### src/rtl/alu_ctrl_pipe_if.sv
// rtl/alu_ctrl_pipe_if.sv - decode-to-execute handshake bundle for the ALU control unit
interface alu_ctrl_pipe_if #(
  parameter int OPW   = 11,
  parameter int CTRLW = 3
);
  logic             flush;
  logic             in_valid;
  logic             in_ready;
  logic [OPW-1:0]   instruct;
  logic [1:0]       alu_op;
  logic             out_valid;
  logic             out_ready;
  logic [CTRLW-1:0] alu_ctrl;
  logic [1:0]       ext_op;
  logic             illegal;
  logic             busy;

  modport master (
    output flush, in_valid, instruct, alu_op, out_ready,
    input  in_ready, out_valid, alu_ctrl, ext_op, illegal, busy
  );

  modport slave (
    input  flush, in_valid, instruct, alu_op, out_ready,
    output in_ready, out_valid, alu_ctrl, ext_op, illegal, busy
  );
endinterface

### src/rtl/alu_ctrl_pipe.sv
// rtl/alu_ctrl_pipe.sv - registered, handshaked LEGv8 ALU control with extended-op latency hold
module alu_ctrl_pipe #(
  parameter int OPW       = 11,
  parameter int CTRLW     = 3,
  parameter int SHIFT_LAT = 1,
  parameter int MUL_LAT   = 4
) (
  input logic            clk,
  input logic            reset,
  alu_ctrl_pipe_if.slave bus
);
  localparam int MAX_LAT = (SHIFT_LAT > MUL_LAT) ? SHIFT_LAT : MUL_LAT;
  localparam int CNTW    = $clog2(MAX_LAT + 1);

  localparam logic [2:0] C_PASSB = 3'b000;
  localparam logic [2:0] C_ADD   = 3'b010;
  localparam logic [2:0] C_SUB   = 3'b011;
  localparam logic [2:0] C_AND   = 3'b100;
  localparam logic [2:0] C_OR    = 3'b101;
  localparam logic [2:0] C_XOR   = 3'b110;

  localparam logic [1:0] X_NONE = 2'b00;
  localparam logic [1:0] X_LSL  = 2'b01;
  localparam logic [1:0] X_LSR  = 2'b10;
  localparam logic [1:0] X_MUL  = 2'b11;

  localparam logic [10:0] OP_ADDS = 11'b10101011000;
  localparam logic [10:0] OP_SUBS = 11'b11101011000;
  localparam logic [10:0] OP_AND  = 11'b10001010000;
  localparam logic [10:0] OP_ORR  = 11'b10101010000;
  localparam logic [10:0] OP_EOR  = 11'b11001010000;
  localparam logic [10:0] OP_LSL  = 11'b11010011011;
  localparam logic [10:0] OP_LSR  = 11'b11010011010;
  localparam logic [10:0] OP_MUL  = 11'b10011011000;
  localparam logic [9:0]  OP_ADDI = 10'b1001000100;
  localparam logic [9:0]  OP_SUBI = 10'b1101000100;

  typedef enum logic [1:0] {
    S_IDLE = 2'd0,
    S_BUSY = 2'd1,
    S_HOLD = 2'd2
  } state_t;

  state_t           state;
  logic [CNTW-1:0]  cnt;
  logic [2:0]       ctrl_q;
  logic [1:0]       ext_q;
  logic             ill_q;
  logic             valid_q;
  logic             busy_q;

  logic [10:0]      f;
  logic [2:0]       dec_ctrl;
  logic [1:0]       dec_ext;
  logic             dec_ill;
  logic             accept;
  logic [CTRLW-1:0] ctrl_word;

  assign f = bus.instruct[OPW-1:OPW-11];

  always_comb begin
    dec_ctrl = C_ADD;
    dec_ext  = X_NONE;
    dec_ill  = 1'b0;
    case (bus.alu_op)
      2'b00: dec_ctrl = C_ADD;
      2'b01: dec_ctrl = C_PASSB;
      2'b10: begin
        case (f)
          OP_ADDS: dec_ctrl = C_ADD;
          OP_SUBS: dec_ctrl = C_SUB;
          OP_AND:  dec_ctrl = C_AND;
          OP_ORR:  dec_ctrl = C_OR;
          OP_EOR:  dec_ctrl = C_XOR;
          OP_LSL: begin
            dec_ctrl = C_PASSB;
            dec_ext  = X_LSL;
          end
          OP_LSR: begin
            dec_ctrl = C_PASSB;
            dec_ext  = X_LSR;
          end
          OP_MUL: begin
            dec_ctrl = C_PASSB;
            dec_ext  = X_MUL;
          end
          default: dec_ill = 1'b1;
        endcase
      end
      default: begin
        case (f[10:1])
          OP_ADDI: dec_ctrl = C_ADD;
          OP_SUBI: dec_ctrl = C_SUB;
          default: dec_ill  = 1'b1;
        endcase
      end
    endcase
  end

  assign bus.in_ready = !reset && !bus.flush &&
                        (state == S_IDLE || (state == S_HOLD && bus.out_ready));
  assign accept = bus.in_valid && bus.in_ready;

  always_ff @(posedge clk) begin
    if (reset) begin
      state   <= S_IDLE;
      cnt     <= '0;
      valid_q <= 1'b0;
      busy_q  <= 1'b0;
      ctrl_q  <= '0;
      ext_q   <= X_NONE;
      ill_q   <= 1'b0;
    end else if (bus.flush) begin
      // Decoded fields survive a flush; only the handshake state is killed.
      state   <= S_IDLE;
      cnt     <= '0;
      valid_q <= 1'b0;
      busy_q  <= 1'b0;
    end else begin
      case (state)
        S_IDLE: ;
        S_BUSY: begin
          if (cnt == CNTW'(1)) begin
            state   <= S_HOLD;
            cnt     <= '0;
            valid_q <= 1'b1;
            busy_q  <= 1'b0;
          end else begin
            cnt <= cnt - CNTW'(1);
          end
        end
        S_HOLD: begin
          if (bus.out_ready) begin
            state   <= S_IDLE;
            valid_q <= 1'b0;
          end
        end
        default: begin
          state   <= S_IDLE;
          valid_q <= 1'b0;
          busy_q  <= 1'b0;
        end
      endcase

      // accept is only possible from IDLE or a draining HOLD, so it overrides the above.
      if (accept) begin
        ctrl_q <= dec_ctrl;
        ext_q  <= dec_ext;
        ill_q  <= dec_ill;
        if (dec_ext != X_NONE) begin
          state   <= S_BUSY;
          cnt     <= (dec_ext == X_MUL) ? CNTW'(MUL_LAT) : CNTW'(SHIFT_LAT);
          valid_q <= 1'b0;
          busy_q  <= 1'b1;
        end else begin
          state   <= S_HOLD;
          cnt     <= '0;
          valid_q <= 1'b1;
          busy_q  <= 1'b0;
        end
      end
    end
  end

  always_comb begin
    ctrl_word      = '0;
    ctrl_word[2:0] = ctrl_q;
  end

  assign bus.alu_ctrl  = ctrl_word;
  assign bus.ext_op    = ext_q;
  assign bus.illegal   = ill_q;
  assign bus.out_valid = valid_q;
  assign bus.busy      = busy_q;
endmodule
### src/flat_wrapper.sv
// flat-port wrapper written by rule: the top's interface ports become plain ports
module alu_ctrl_pipe_flat 
#(
  parameter int OPW       = 11,
  parameter int CTRLW     = 3,
  parameter int SHIFT_LAT = 1,
  parameter int MUL_LAT   = 4
)
  (clk, reset, bus_flush, bus_in_valid, bus_instruct, bus_alu_op, bus_out_ready, bus_in_ready, bus_out_valid, bus_alu_ctrl, bus_ext_op, bus_illegal, bus_busy);
  alu_ctrl_pipe_if #(.OPW(OPW), .CTRLW(CTRLW)) bus_i ();
  input logic clk;
  input logic reset;
  input wire logic [$bits(bus_i.flush)-1:0] bus_flush;
  input wire logic [$bits(bus_i.in_valid)-1:0] bus_in_valid;
  input wire logic [$bits(bus_i.instruct)-1:0] bus_instruct;
  input wire logic [$bits(bus_i.alu_op)-1:0] bus_alu_op;
  input wire logic [$bits(bus_i.out_ready)-1:0] bus_out_ready;
  output wire logic [$bits(bus_i.in_ready)-1:0] bus_in_ready;
  output wire logic [$bits(bus_i.out_valid)-1:0] bus_out_valid;
  output wire logic [$bits(bus_i.alu_ctrl)-1:0] bus_alu_ctrl;
  output wire logic [$bits(bus_i.ext_op)-1:0] bus_ext_op;
  output wire logic [$bits(bus_i.illegal)-1:0] bus_illegal;
  output wire logic [$bits(bus_i.busy)-1:0] bus_busy;
  assign bus_i.flush = bus_flush;
  assign bus_i.in_valid = bus_in_valid;
  assign bus_i.instruct = bus_instruct;
  assign bus_i.alu_op = bus_alu_op;
  assign bus_i.out_ready = bus_out_ready;
  assign bus_in_ready = bus_i.in_ready;
  assign bus_out_valid = bus_i.out_valid;
  assign bus_alu_ctrl = bus_i.alu_ctrl;
  assign bus_ext_op = bus_i.ext_op;
  assign bus_illegal = bus_i.illegal;
  assign bus_busy = bus_i.busy;
  alu_ctrl_pipe #(.OPW(OPW), .CTRLW(CTRLW), .SHIFT_LAT(SHIFT_LAT), .MUL_LAT(MUL_LAT)) u_core (.clk(clk), .reset(reset), .bus(bus_i));
endmodule
### config.mk
export PLATFORM = sky130hd
export DESIGN_NAME = alu_ctrl_pipe_flat
export DESIGN_NICKNAME = d
export VERILOG_FILES = /design/src/rtl/alu_ctrl_pipe_if.sv /design/src/rtl/alu_ctrl_pipe.sv /design/src/flat_wrapper.sv
export SDC_FILE = /design/constraint.sdc
export NUM_CORES = 1
export LEC_CHECK = 0
export ABC_AREA = 1
export BUFFER_PORTS_ARGS = -buffer_cell sky130_fd_sc_hd__buf_2
export CORE_MARGIN = 2
export CORE_UTILIZATION = 40
export DETAILED_ROUTE_END_ITERATION = 16
export PLACE_DENSITY = 0.63
export SLEW_MARGIN = 20
export SYNTH_ARGS = -nofsm -noshare
export SYNTH_HDL_FRONTEND = slang
export SYNTH_SLANG_ARGS = --single-unit
### constraint.sdc
create_clock -name clk -period 1.65 [get_ports clk]
set_clock_uncertainty 0.1 [all_clocks]
set_input_delay 0.165 -clock clk [delete_from_list [all_inputs] [get_ports clk]]
set_output_delay 0.165 -clock clk [all_outputs]
set_load 0.005 [all_outputs]
# --- After elaboration in Yosys (flattened, before gate mapping) ---
# Cells that the tools add are included.
op_classes:
  bitwise_logic: 1
  n_eq_ne: 20
  muxes: 27
  n_addsub: 1
  n_reduce_logical: 20
ops:
  columns: ["op", "n"]
  rows:
  - ["11-bit equality test, second input constant", 8]
  - ["10-bit equality test, second input constant", 2]
  - ["3-bit 2-to-1 mux", 5]
  - ["3-bit one-hot mux with 5 select lines", 1]
  - ["2-bit one-hot mux with 3 select lines", 2]
  - ["1-bit 2-to-1 mux", 10]
  - ["2-bit 2-to-1 mux", 5]
  - ["3-bit one-hot mux with 3 select lines", 1]
  - ["2-bit OR reduction", 4]
  - ["8-bit OR reduction", 1]
  - ["2-bit equality test, second input constant", 3]
  - ["2-bit by 1-bit equality test with 1-bit output, second input constant", 2]
  - ["1-bit logical AND", 4]
  - ["2-bit logical NOT", 2]
  - ["2-bit by 1-bit != test with 1-bit output, second input constant", 2]
  - ["1-bit one-hot mux with 2 select lines", 2]
  - ["2-bit AND reduction", 2]
  - ["2-bit nonzero test", 2]
  - ["3-bit by 1-bit equality test with 1-bit output, second input constant", 1]
  - ["3-bit by 1-bit != test with 1-bit output, second input constant", 1]
  - ["3-bit by 2-bit != test with 1-bit output, second input constant", 1]
  - ["1-bit one-hot mux with 3 select lines", 1]
  - ["3-bit AND reduction", 1]
  - ["3-bit OR reduction", 1]
  - ["other kinds (4)", 5]
word_totals:
  input_bits: 18
  register_bits: 13
  out_inout_bits: 9

# --- Logic depth before layout (Yosys ltp) ---
# Gate-level depths: netlist (run 1).
logic_depth:
  ltp_word: 7
  ltp_mapped: 11
  ltp_nobuf: 11

# --- Worst setup path before layout (run 1) ---
# No wires, ideal clock.
synth_path:
  path_type: "input -> register"
  from: "input port bus_instruct[2]"
  to: "register u_core.cnt[0]"
  stages: 9
  path_slack_ns: 0.308
  t_required_ns: 1.427
  arrival_time_ns: 1.119
  setup_time_ns: 0.123
  path_cell_list: "inv_1 > nand2_1 > nor2_1 > nand3_1 > nand2_1 > nand2_1 > ha_1 > nand2_1 > a31oi_1"
synth_between:
  elab_chain_len: 7
  word_cells_on_any_way: 10
  cone_classes: "eq/ne: 4; mux: 5; reduce/logical: 1"
synth_lines:
  columns: ["item", "line", "rtl"]
  rows:
  - ["start, declared", "flat_wrapper.sv:15", "input wire logic [$bits(bus_i.instruct)-1:0] bus_instruct;"]
  - ["11-bit equality test", "alu_ctrl_pipe.sv:69", "case (f)"]
  - ["2-bit one-hot mux with 3 select lines *", "alu_ctrl_pipe.sv:69", null]
  - ["2-bit 2-to-1 mux *", "alu_ctrl_pipe.sv:65", "case (bus.alu_op)"]
  - ["2-bit equality test", "alu_ctrl_pipe.sv:152", "cnt <= (dec_ext == X_MUL) ? CNTW'(MUL_LAT) : CNTW'(SHIFT_LAT);"]
  - ["3-bit 2-to-1 mux", "alu_ctrl_pipe.sv:152", null]
  - ["3-bit 2-to-1 mux *", "alu_ctrl_pipe.sv:150", "if (dec_ext != X_NONE) begin"]
  - ["3-bit 2-to-1 mux *", "alu_ctrl_pipe.sv:146", "if (accept) begin"]
  - ["end signal, assigned", "alu_ctrl_pipe.sv:129", "cnt <= cnt - CNTW'(1);"]
  - ["end signal, assigned", "alu_ctrl_pipe.sv:152", null]
  - ["end, declared", "alu_ctrl_pipe.sv:45", "logic [CNTW-1:0] cnt;"]
# Every way passes the cells marked *; elsewhere a longest branch is shown, timed or not.
# A chain may end at the register's enable or synchronous reset.

# --- Final worst setup path (run 1) ---
layout_path:
  from: "register u_core.cnt[1]"
  to: "register u_core.state[1]"
layout_between:
  elab_chain_len: 3
layout_lines:
  columns: ["item", "line", "rtl"]
  rows:
  - ["3-bit by 1-bit equality test with 1-bit output", "alu_ctrl_pipe.sv:123", "if (cnt == CNTW'(1)) begin"]
  - ["3-bit by 1-bit != test with 1-bit output (no line)", null, null]
  - ["3-bit AND reduction (no line)", null, null]
  - ["end signal, assigned", "alu_ctrl_pipe.sv:124", "state <= S_HOLD;"]
  - ["end signal, assigned", "alu_ctrl_pipe.sv:134", "state <= S_IDLE;"]
  - ["end signal, assigned", "alu_ctrl_pipe.sv:139", "state <= S_IDLE;"]
  - ["end, declared", "alu_ctrl_pipe.sv:44", "state_t state;"]
# Every way passes these cells.

==> qor.txt, run 1 <==
Tcrit/Tclk final -> 0.873
Global-route wire length before repair -> 3.44 mm
Clock Pin Slew Worst Setup and Hold Paths -> 0.08 ns
Initial core utilization -> 0.432
Setup bufs post-CTS -> 0
Hold-fix buffers at CTS -> 0
CTS tree -> built
Number of global-route vias before repair -> 821
Fillers -> 221
Area after DPL -> 1030 µm²
GP Congestion -> 0.829
Slew HR -> 0.735
Mean Syn Cell Area -> 6.05 µm²
Max-cap check violation count -> 0
Final instance area -> 1080 µm²
Root buf cell -> clkbuf_4
Count of yosys warnings during synthesis -> 0
DP Cell Count -> 196
Worst setup path class -> reg2reg
RSZ-0062 raised after global routing -> no
Place WS -> 0.0565 ns
Leakage -> 0.590 nW
Reg-to-reg startpoint -> u_core.cnt[1]$_SDFFE_PP0P_
Area Overhead vs Synth -> 25.0%
CP startpoint -> u_core.cnt[1]$_SDFFE_PP0P_
Worst-Margin Slew -> 0.394 ns
Post-Syn Area -> 866 µm²
DP Wirelength -> 1.58 mm
Multi-input logic area -> 509 µm²
Total die area -> 2550 µm²
Drt drc -> 0
Final ANT Viol Nets -> 0
DRT Pass-1 Iters -> 4
Post-synthesis sequential area ratio -> 0.277
Worst hold start -> bus_alu_op[0]
H-tree levels -> 1
TritonCTS buffer count -> 3
Sequential Area -> 240 µm²
TNS Setup -> 0 ns
Crit. End Element -> flop
Synth cell types -> 22
Core area -> 2000 µm²
Status -> finished clean
Tmin final -> 1.44 ns
Initial antenna violation count -> 0
Count of non-filler cells in the finished layout -> 202
Drt via density -> 4.61
CTS Buffer Depth -> 2
Cell Rows -> 16
Grt ovf -> 0
Synth Register Bits -> 12
Clock sink total -> 12
Pwr/cell area -> 584 nW/µm²
Ports -> 27
Fin. Hold Viols -> 0
Crit start category -> flop
Hold WC Path Type -> in2reg
Ant diodes -> 0
Setup violations, final -> 0
Critical Path RT -> 1.75 ns
Cells after Synth -> 143
Worst path arrival time -> 1.54 ns
CP Max Fanout -> 3
Post-CTS Resized -> 0
Final WL -> 1.92 mm
Vias post-DR -> 931
PortBufs -> 26
Max IR drop VDD -> 261 µV
Die H -> 50.5 µm
Synthesized Nets -> 165
WL per Instance -> 9.52 µm
Chip Width -> 50.5 µm
Setup slack after layout -> 0.209 ns
Clock Latency Late Sink -> 0.27 ns
NumNets Final -> 198
Maximum clock rate -> 694 MHz
GRT Resource Usage Total -> 0.176
Share of cells above drive strength 1 -> 0.234
Pins over their slew limit -> 0
Iter 0 DRT Violations -> 24
Largest net degree at the start of global routing -> 12
through the flow:
stage / utilization / hold slack, ns / power (mW)
4_1_cts: 0.531 / 0.00368 / 0.636
6_report: 0.541 / 0.0982 / 0.632
5_1_grt: 0.541 / 0.109 / 0.683
2_1_floorplan: - / 0.134 / 0.364
3_5_place_dp: 0.513 / 0.288 / 0.407
3_3_place_gp: 0.513 / 0.281 / 0.405
sequential cells by signal, summed over array words and instances, names as in the netlist:
register / cells
u_core.bus.alu_ctrl: 3
u_core.cnt: 3
u_core.bus.ext_op: 2
u_core.state: 2
u_core.bus.busy: 1
u_core.bus.illegal: 1
report_power, final:
group | switching, mW | internal (mW)
clock | 0.0933 | 0.134
sequential | 0.00324 | 0.295
combinational | 0.0613 | 0.0453
total | 0.158 | 0.475
routing by layer:
layer | track usage | vias to the layer above | part of all wire
li1 | - | 521 | -
met1 | 0.234 | 382 | 0.51
met2 | 0.281 | 26 | 0.43
met3 | 0.0357 | 2 | 0.045
met4 | 0.0676 | 0 | 0.0099
met5 | 0 | - | 0
worst paths after layout:
path	end	slack [ns]	cells after the start
setup / recovery	u_core.state[1]$_SDFFE_PP0P_	0.21	9
hold / removal	u_core.bus.alu_ctrl[1]$_SDFFE_PP0P_	0.1	4
hold reg to reg	u_core.bus.alu_ctrl[1]$_SDFFE_PP0P_	0.36	2
setup reg to reg	u_core.state[1]$_SDFFE_PP0P_	0.21	9
worst max-delay path, stage by stage (launching register included):
cell and delay [ns]:
dfxtp_1 0.30, inv_1 0.10, ha_1 0.16, inv_1 0.05, or2_2 0.29, nand2_1 0.10
nand2_2 0.07, nand2_1 0.05, nand2_1 0.04, a21oi_1 0.10
logic make-up after synthesis:
| kind of cell | Yosys count | share of synthesized area |
|---|---|---|
| simple gates | 76 | 0.392 |
| compound gates | 23 | 0.139 |
| fa+ha+maj | 4 | 0.0578 |
| flops | 12 | 0.277 |
| buf+inv | 28 | 0.134 |
cells in the mapped netlist:
master    number  share of area
nand2_2        4          0.029
nand2_4        1          0.013
a21oi_1       12          0.069
clkinv_1       1         0.0043
nand4_1        2          0.014
dfxtp_1       12           0.28
buf_4          1         0.0087
o21ai_1        6          0.035
nand2_1       36           0.16
o21ai_0        1         0.0058
inv_2          2         0.0087
inv_1         23           0.10
o22ai_1        1         0.0072
buf_6          1          0.013
or2_2          1         0.0072
nor3_4         1          0.019
nor4_1         1         0.0072
nand3_1       10          0.058
nor3_1         1         0.0058
ha_1           4          0.058
a31oi_1        3          0.022
nor2_1        19          0.082
placed cells by master (no fill, tap or decap), types with 3 or more instances in the layout:
cell type / instances
nand2_1: 36
buf_2: 26
inv_1: 23
nor2_1: 19
a21oi_1: 12
dfxtp_1: 12
nand3_1: 10
o21ai_1: 6
nand2_2: 4
ha_1: 4
a31oi_1: 3
clkbuf_4: 3
cell type report:
type                            instances  share of cell area
Multi-Input combinational cell        103               0.471
Sequential cell                        12               0.222
Timing Repair Buffer                   30               0.153
Inverter                               26              0.0902
Clock buffer                            4              0.0335
Tap cell                               27              0.0312
No activity file was read; power rests on OpenSTA's default activity.
==> run 2: changes to the inputs <==
Settings changed: PLACE_DENSITY 0.63 to 0.7.
==> qor.txt, run 2 (same netlist as run 1, synthesis figures left out) <==
Worst hold start -> reset
Seq pwr share -> 0.476 (+0.004)
Hold WC Path Type -> in2reg
Switching portion of total power -> 0.251 (+0.00106)
Clock power share -> 0.362 (+0.003)
Logic gate share of total power -> 0.161 (-0.007)
Total die area -> 2550 µm² (unchanged)
CTS Buffer Depth -> 2 (unchanged)
Ant diodes -> 0 (unchanged)
GRT Resource Usage Total -> 0.153 (-0.0238)
Clock Latency Late Sink -> 0.27 ns (about the same)
Highest-count cells in the layout ignoring fill and taps -> nand2_1, buf_2, inv_1
Maximum clock rate -> 679 MHz (-2.2%)
Worst setup path class -> reg2reg
Cell Rows -> 16 (unchanged)
Drt drc -> 0 (unchanged)
Max-cap check violation count -> 0 (unchanged)
Hold-fix buffers at CTS -> 0 (unchanged)
Crit start category -> flop
Clock Pin Slew Worst Setup and Hold Paths -> 0.07 ns (about the same)
CP Max Fanout -> 11 (+8)
Initial core utilization -> 0.432 (unchanged)
Slew HR -> 0.760 (+0.0254)
DP Wirelength -> 1.51 mm (-4.2%)
R2R Setup Slk -> 0.18 ns (-0.03 ns)
RSZ-0062 raised after global routing -> no
Number of global-route vias before repair -> 791 (-3.7%)
Area after DPL -> 1020 µm² (-0.73%)
Initial antenna violation count -> 0 (unchanged)
Iter 0 DRT Violations -> 28 (+17%)
Setup violations, final -> 0 (unchanged)
GP Congestion -> 0.862 (+4.0%)
NumNets Final -> 195 (-1.5%)
Area Overhead vs Synth -> 21.8%
Pwr/cell area -> 595 nW/µm² (+1.8%)
NetSw -> 0.157 mW (-0.35%)
Grt ovf -> 0 (unchanged)
Leading cell type in the layout, fill and taps excluded -> nand2_1
Leakage -> 0.577 nW (-2.1%)
Pins over their slew limit -> 0 (unchanged)
Largest net degree at the start of global routing -> 12 (unchanged)
DRT Pass-1 Iters -> 5 (+1)
Share of cells above drive strength 1 -> 0.233 (-0.00173)
Crit. End Element -> flop
Clock sink total -> 12 (unchanged)
Fin. Hold Viols -> 0 (unchanged)
FF-to-FF End -> u_core.bus.illegal$_SDFFE_PP0P_
Reg-to-reg startpoint -> u_core.state[1]$_SDFFE_PP0P_
H-tree levels -> 1 (unchanged)
PortBufs -> 26 (unchanged)
Global-route wire length before repair -> 3.05 mm (-11%)
Root buf cell -> clkbuf_4
Setup bufs post-CTS -> 0 (unchanged)
Die H -> 50.5 µm (unchanged)
WL per Instance -> 9.40 µm (-1.2%)
Drt via density -> 4.85 (+5.3%)
Post-CTS Resized -> 0 (unchanged)
Ports -> 27 (unchanged)
Max IR drop VDD -> 338 µV (+30%)
Core area -> 2000 µm² (unchanged)
Final WL -> 1.87 mm (-2.7%)
Hold worst-path end -> u_core.bus.alu_ctrl[2]$_SDFFE_PP0P_
TNS Setup -> 0 ns (unchanged)
Vias post-DR -> 966 (+3.8%)
Status -> finished clean
Path depth of the worst reg2reg path -> 7 (-2)
Tmin final -> 1.47 ns (+0.0317 ns)
Final instance area -> 1050 µm² (-2.5%)
Tcrit/Tclk final -> 0.892 (+0.0192)
Critical Path RT -> 1.71 ns (-0.04 ns)
Internal cell power -> 0.470 mW (-0.92%)
Overall power -> 0.627 mW (-0.78%)
TritonCTS buffer count -> 3 (unchanged)
Final ANT Viol Nets -> 0 (unchanged)
CTS tree -> built
Worst-Margin Slew -> 0.356 ns (-0.0377 ns)
Hold slack -> 0.00783 ns (-0.0903 ns)
Worst path arrival time -> 1.53 ns (about the same)
Hold depth -> 2 (-2)
Chip Width -> 50.5 µm (unchanged)
-- run 2: per-stage QoR --
step                      setup WS [ns]  std cells   util
after floorplan                   0.308        143      -
after global placement           0.0751        195  0.509
after detailed placement         0.0658        195  0.509
after CTS                         0.182        199  0.527
after global routing             0.0817        199  0.527
final                             0.178        199  0.527
-- run 2: routing by layer --
metal / share of wire / vias to the layer above / GRT usage / wire, µm
li1: - / 512 / - / -
met5: 0 / - / 0 / 0
met4: 0.011 / 0 / 0.0541 / 21
met1: 0.47 / 423 / 0.208 / 886
met2: 0.46 / 29 / 0.241 / 858
met3: 0.056 / 2 / 0.0268 / 105
-- run 2: how the worst max path moves through the flow --
| stage | from | to | slack (ns) | cells after the start |
|---|---|---|---|---|
| final | u_core.state[1]$_SDFFE_PP0P_ | u_core.bus.illegal$_SDFFE_PP0P_ | 0.18 | 7 |
| after global routing | u_core.state[1]$_SDFFE_PP0P_ | u_core.bus.illegal$_SDFFE_PP0P_ | 0.08 | 7 |
| after CTS | u_core.state[1]$_SDFFE_PP0P_ | u_core.bus.illegal$_SDFFE_PP0P_ | 0.18 | 7 |
| after detailed placement | bus_instruct[2] | u_core.cnt[0]$_SDFFE_PP0P_ | 0.07 | 10 |
| after global placement | bus_instruct[0] | u_core.cnt[0]$_SDFFE_PP0P_ | 0.08 | 10 |
| after floorplan | bus_instruct[2] | u_core.cnt[0]$_SDFFE_PP0P_ | 0.31 | 9 |
-- run 2: cell type report --
type / instances / area, µm²
tap: 27 / 33.8
multi-input combinational: 103 / 509
clock buffer: 4 / 36.3
timing repair buffer: 27 / 138
inverter: 26 / 97.6
fill: 215 / 947
sequential: 12 / 240
-- run 2: power by group through the flow --
stage | sequential [mW] | combinational (mW) | clock [mW]
floorplan | 0.306 | 0.0586 | 0
finish | 0.299 | 0.101 | 0.227
detailed placement | 0.306 | 0.100 | 0
global placement | 0.305 | 0.0980 | 0
global route | 0.300 | 0.114 | 0.248
CTS | 0.299 | 0.101 | 0.236
-- run 2: critical path, stage by stage (launching register included) --
cell     delay (ns)
dfxtp_1        0.37
inv_1          0.06
nor2_1         0.21
nor3_4         0.06
nand2_2        0.21
inv_2          0.15
o21ai_1        0.16
a21oi_1        0.05
